### config.mk
export PLATFORM = sky130hd
export DESIGN_NAME = mem_bus_responder
export DESIGN_NICKNAME = d
export VERILOG_FILES = /design/src/rtl/mem_bus_pkg.sv /design/src/rtl/mem_phase_timer.sv /design/src/rtl/mem_bus_responder.sv
export SDC_FILE = /design/constraint.sdc
export NUM_CORES = 1
export LEC_CHECK = 0
export BUFFER_PORTS_ARGS = -buffer_cell sky130_fd_sc_hd__buf_4
export CORE_ASPECT_RATIO = 1.1
export CORE_MARGIN = 5
export CORE_UTILIZATION = 39
export DETAILED_ROUTE_END_ITERATION = 16
export GPL_TIMING_DRIVEN = 0
export PLACE_DENSITY = 0.6
export SLEW_MARGIN = 20
export SYNTH_ARGS = -nofsm -noshare
export SYNTH_HDL_FRONTEND = slang
export SYNTH_SLANG_ARGS = --single-unit
### constraint.sdc
create_clock -name clk -period 4.4 [get_ports clk]
set_input_delay 0.88 -clock clk [delete_from_list [all_inputs] [get_ports clk]]
set_output_delay 0.88 -clock clk [all_outputs]
set_load 0.02 [all_outputs]
### src/rtl/mem_bus_pkg.sv
// Shared types and constants for the memory-stage bus responder.
package mem_bus_pkg;

  typedef enum logic [1:0] {
    ST_IDLE = 2'd0,
    ST_HI   = 2'd1,
    ST_LO   = 2'd2,
    ST_DONE = 2'd3
  } state_t;

  localparam logic        ACC_WORD  = 1'b1;
  localparam logic        ACC_BYTE  = 1'b0;
  localparam logic [15:0] EVEN_MASK = 16'hFFFE;

  // Big-endian lane placement: a lone byte lands in the lane its address selects.
  function automatic logic [15:0] assemble_rd(input logic       word,
                                              input logic       odd,
                                              input logic [7:0] hi,
                                              input logic [7:0] lo);
    logic [15:0] r;
    if (word == ACC_BYTE) r = odd ? {8'h00, lo} : {lo, 8'h00};
    else                  r = {hi, lo};
    return r;
  endfunction

endpackage

### src/rtl/mem_phase_timer.sv
// Down-counter that measures one external strobe phase of WAIT_CYCLES cycles.
module mem_phase_timer #(
  parameter int WAIT_CYCLES = 1
) (
  input  logic clk,
  input  logic rst_n,
  input  logic start,
  output logic phase_end
);

  localparam int            CW   = (WAIT_CYCLES > 1) ? $clog2(WAIT_CYCLES) : 1;
  localparam logic [CW-1:0] LOAD = CW'(WAIT_CYCLES - 1);

  logic [CW-1:0] cnt;
  logic          active;

  always_ff @(posedge clk) begin
    if (!rst_n) begin
      cnt    <= '0;
      active <= 1'b0;
    end else if (start) begin
      cnt    <= LOAD;
      active <= 1'b1;
    end else if (active) begin
      if (cnt == '0) active <= 1'b0;
      else           cnt    <= cnt - CW'(1);
    end
  end

  assign phase_end = active && (cnt == '0);

endmodule

### src/rtl/mem_bus_responder.sv
// Serves 16-bit pipeline memory requests as one or two big-endian byte
// accesses on an 8-bit external memory.
//
//   state   | meaning
//   --------+-------------------------------------------------
//   IDLE    | waiting for a request; latch it on arrival
//   HI      | MSB byte phase of a word access (even address)
//   LO      | LSB byte of a word, or the only byte of a byte access
//   DONE    | result valid for one cycle, requests ignored
module mem_bus_responder
  import mem_bus_pkg::*;
#(
  parameter int WAIT_CYCLES = 1
) (
  input  logic        clk,
  input  logic        rst_n,
  input  logic [15:0] mem_addr_i,
  input  logic        mem_re_i,
  input  logic        mem_we_i,
  input  logic        mem_word_i,
  input  logic [15:0] mem_data_i,
  output logic [15:0] mem_data_o,
  output logic        busy_o,
  output logic [15:0] ext_addr_o,
  output logic [7:0]  ext_data_o,
  input  logic [7:0]  ext_data_i,
  output logic        ext_re_o,
  output logic        ext_we_o
);

  state_t      state_q, state_d;
  logic [15:0] addr_q;
  logic [15:0] wdata_q;
  logic        word_q;
  logic        write_q;
  logic [7:0]  hi_byte_q;
  logic        timer_start;
  logic        phase_end;
  logic        busy_c;
  logic        req;
  logic [15:0] eff_addr;

  assign req      = mem_re_i | mem_we_i;
  assign eff_addr = (mem_word_i == ACC_WORD) ? (mem_addr_i & EVEN_MASK) : mem_addr_i;

  mem_phase_timer #(
    .WAIT_CYCLES (WAIT_CYCLES)
  ) u_timer (
    .clk       (clk),
    .rst_n     (rst_n),
    .start     (timer_start),
    .phase_end (phase_end)
  );

  always_comb begin
    state_d     = state_q;
    busy_c      = 1'b0;
    timer_start = 1'b0;
    case (state_q)
      ST_IDLE: begin
        if (req) begin
          busy_c      = 1'b1;
          timer_start = 1'b1;
          state_d     = (mem_word_i == ACC_WORD) ? ST_HI : ST_LO;
        end
      end
      ST_HI: begin
        busy_c = 1'b1;
        if (phase_end) begin
          timer_start = 1'b1;
          state_d     = ST_LO;
        end
      end
      ST_LO: begin
        busy_c = 1'b1;
        if (phase_end) state_d = ST_DONE;
      end
      ST_DONE: state_d = ST_IDLE;
      default: state_d = ST_IDLE;
    endcase
  end

  assign busy_o = rst_n & busy_c;

  always_ff @(posedge clk) begin
    if (!rst_n) begin
      state_q    <= ST_IDLE;
      addr_q     <= '0;
      wdata_q    <= '0;
      word_q     <= 1'b0;
      write_q    <= 1'b0;
      hi_byte_q  <= '0;
      mem_data_o <= '0;
      ext_addr_o <= '0;
      ext_data_o <= '0;
      ext_re_o   <= 1'b0;
      ext_we_o   <= 1'b0;
    end else begin
      state_q <= state_d;
      case (state_q)
        ST_IDLE: begin
          if (req) begin
            // A simultaneous read and write is treated as a write.
            addr_q     <= eff_addr;
            wdata_q    <= mem_data_i;
            word_q     <= mem_word_i;
            write_q    <= mem_we_i;
            ext_addr_o <= eff_addr;
            ext_re_o   <= ~mem_we_i;
            ext_we_o   <= mem_we_i;
            if (mem_we_i)
              ext_data_o <= (mem_word_i == ACC_WORD) ? mem_data_i[15:8] : mem_data_i[7:0];
          end
        end
        ST_HI: begin
          if (phase_end) begin
            hi_byte_q  <= ext_data_i;
            ext_addr_o <= addr_q | 16'h0001;
            if (write_q) ext_data_o <= wdata_q[7:0];
          end
        end
        ST_LO: begin
          if (phase_end) begin
            ext_re_o <= 1'b0;
            ext_we_o <= 1'b0;
            if (!write_q)
              mem_data_o <= assemble_rd(word_q, addr_q[0], hi_byte_q, ext_data_i);
          end
        end
        default: ;
      endcase
    end
  end

endmodule

==> results.txt <==
status: completed
H-Tree Depth: 3
Skew-Pair Late Insertion Delay: 350 ps
Pwr Density: 613 mW/mm²
Main synth FF type: dfxtp_1
post-synthesis net count: 449
unrepaired setup endpoints after global routing: no
most used standard cell by instance count after synthesis: nand2_1
post-synthesis area per instance: 8.72 µm²
top cell type's share of synthesized area: 0.456
critical path's largest stage delay: 350 ps
max_slew headroom: 0.587
Total GRT Usage: 0.170
# setup viols final: 0
minimum clock period: 2970 ps
clock skew: 11.7 ps
Critical Path Source Type: flop
WL per Instance: 14.9 µm
routability congestion estimate: 0.832
dpl cell area: 0.00426 mm²
drt total wl: 9.14 mm
IO Count: 88
Avg Vias per Cell: 5.00
DRC Markers: 0
Fin. Hold Viols: 0
Worst Hold Path EP: hi_byte_q[3]$_SDFFE_PN0P_
Clock Sinks: 79
critical-path cell list: inv_1 > ha_1 > buf_2 > o21a_1 > buf_2 > nor2_1 > nor3_1 > buf_4
CTS root buffer: clkbuf_8
fmax: 337 MHz
ANT nets after route: 0
cell area after layout: 0.00446 mm²
R2R Setup Slk: 2350 ps
Synth Warn #: 0
Slew @ Worst Pin: 619 ps
Hold Path Stages: 2
Post-Place Cells: 598
Final Max Tran Viols: 0
Post-DP HPWL: 6.67 mm
Post-Syn Area: 0.00347 mm²
row cnt: 36
Fillers: 869
hold slack: 455 ps
Die Area: 0.0109 mm²
met3 WL: 452 µm
FF-to-FF Start: state_q[0]$_SDFFE_PN0P_
number of synthesized register bits: 79
vias in the first global route: 3,085
Yosys cell types: 36
hold_sp: hi_byte_q[3]$_SDFFE_PN0P_
CTS Buf Count: 9
Initial DRC Count: 108
max layer used: met4
Hold WC Path Type: flop to flop
CP endpoint kind: output port
leak pwr: 1.77 nW
Max Cap Viol: 0
grt total ovfl: 0
top cells by count, synth: 85 x nand2_1, 79 x dfxtp_1, 62 x a21oi_1
cell mode on critical path: buf_2
sequential fraction of the synthesis area: 0.456
post-CTS setup buffer count: 0
setup_tns: 0 ps
Die X: 99.9 µm
# diodes: 0
largest net degree at the start of global routing: 14
chip height: 109 µm
async set or reset register ratio after synthesis: 0
share of cells above drive strength 1: 0.276
fin cells: 614
critical path data arrival time: 2090 ps
worst reg2reg path depth: 7
Initial Utilization: 0.395
crit path max-delay cell type: dfxtp_1
CTS clock-pin slew for the worst setup and hold paths: 80 ps
Synth area leaders: dfxtp_1 46%, nand2_1 9.2%, a21oi_1 8.9%, mux2i_1 7.5%, a211oi_2 3.6%
RR Endpoint: addr_q[2]$_SDFFE_PN0P_
met2 wire len: 4.40 mm
via count: 3,072
core area: 0.00878 mm²
CTS max path bufs: 2
Detailed Routing Iterations Pass 1: 4
initial antenna violation count: 0
CTS tree: done
Port Buffers: 86
Layout area overhead: 28.4%
Setup CP Type: flop to output port
Req. time, crit path: 3520 ps
global-route wire length before repair: 14.7 mm
wl on met1: 4.14 mm
CP max FO: 10
synthesized instance count: 398
Tcrit/Tclk final: 0.675
Nets: 546
Peak VDD IR: 0.000314 V
Post-CTS Resized: 0
Synth area leader: dfxtp_1
EDFF count, synth: 0
# hold bufs at CTS: 0
==> worst max-delay path: cells and delay by family, from the launching register on <==
| kind | cells | cell delay (ps) |
|---|---|---|
| fa+ha+maj | 1 | 180 |
| flops | 1 | 350 |
| compound gates | 1 | 140 |
| buf+inv | 4 | 740 |
| simple gates | 2 | 340 |
==> power by group <==
group | internal, mW | total (mW) | switching [mW]
Combinational | 0.503 | 1.19 | 0.692
Sequential | 0.891 | 0.997 | 0.105
Clock | 0.274 | 0.540 | 0.265
==> worst max path at each step <==
stage                            start  endpoint  depth (start not counted)
2_1_floorplan                 mem_re_i    busy_o                          5
3_3_place_gp                     rst_n    busy_o                          5
3_5_place_dp                     rst_n    busy_o                          5
4_1_cts        state_q[0]$_SDFFE_PN0P_    busy_o                          8
5_1_grt        state_q[1]$_SDFFE_PN0P_    busy_o                          8
6_report       state_q[1]$_SDFFE_PN0P_    busy_o                          8
==> cell type report <==
| cell class | instances | area, µm² | area share |
|---|---|---|---|
| multi-input combinational | 281 | 1710 | 0.384 |
| sequential | 79 | 1580 | 0.355 |
| inverter | 4 | 15.0 | 0.00337 |
| clock inverter | 6 | 60.1 | 0.0135 |
| timing repair buffer | 86 | 646 | 0.145 |
| tap | 114 | 143 | 0.0320 |
| buffer | 34 | 161 | 0.0362 |
| clock buffer | 10 | 138 | 0.0309 |
==> flip-flops by register name (all words and copies together) (netlist names), 2 cells and up <==
register,cells
ext_data_o,8
wdata_q,8
addr_q,16
ext_addr_o,16
state_q,2
mem_data_o,16
hi_byte_q,8
==> cells by family (layout without fill, tap and decap cells) <==
kind of cell / after synthesis / in the layout / synth area share
AO/OA/AOI/OAI: 104 / 104 / 0.190
adder cells (fa/ha/maj): 6 / 6 / 0.0216
buffers and inverters: 38 / 140 / 0.0508
flip-flops: 79 / 79 / 0.456
multiplexers: 35 / 35 / 0.105
AND/OR/NAND/NOR: 136 / 136 / 0.177
==> metrics by stage <==
stage	util	setup WS [ps]	power, mW
after floorplan	-	1810	1.82
after global placement	0.485	1530	2.19
after detailed placement	0.485	1530	2.22
after CTS	0.507	1450	2.76
after global routing	0.507	1310	2.91
final	0.507	1430	2.73
==> per-layer routing <==
metal	GRT usage	up-vias
met2	0.289	72
met5	0	-
met1	0.208	1410
met3	0.0441	12
li1	-	1578
met4	0.0595	0
==> layout by cell type, fill, tap and decap left out, types with 9 or more instances in the layout <==
| master | instances |
|---|---|
| nor3_1 | 9 |
| mux2i_1 | 26 |
| a211oi_2 | 10 |
| buf_4 | 86 |
| a21oi_1 | 62 |
| a211oi_1 | 14 |
| clkbuf_8 | 10 |
| buf_2 | 9 |
| dfxtp_1 | 79 |
| nor2_1 | 12 |
| clkbuf_1 | 21 |
| nor3b_1 | 9 |
| nand2_1 | 85 |
(Power assumes the default switching activity.)
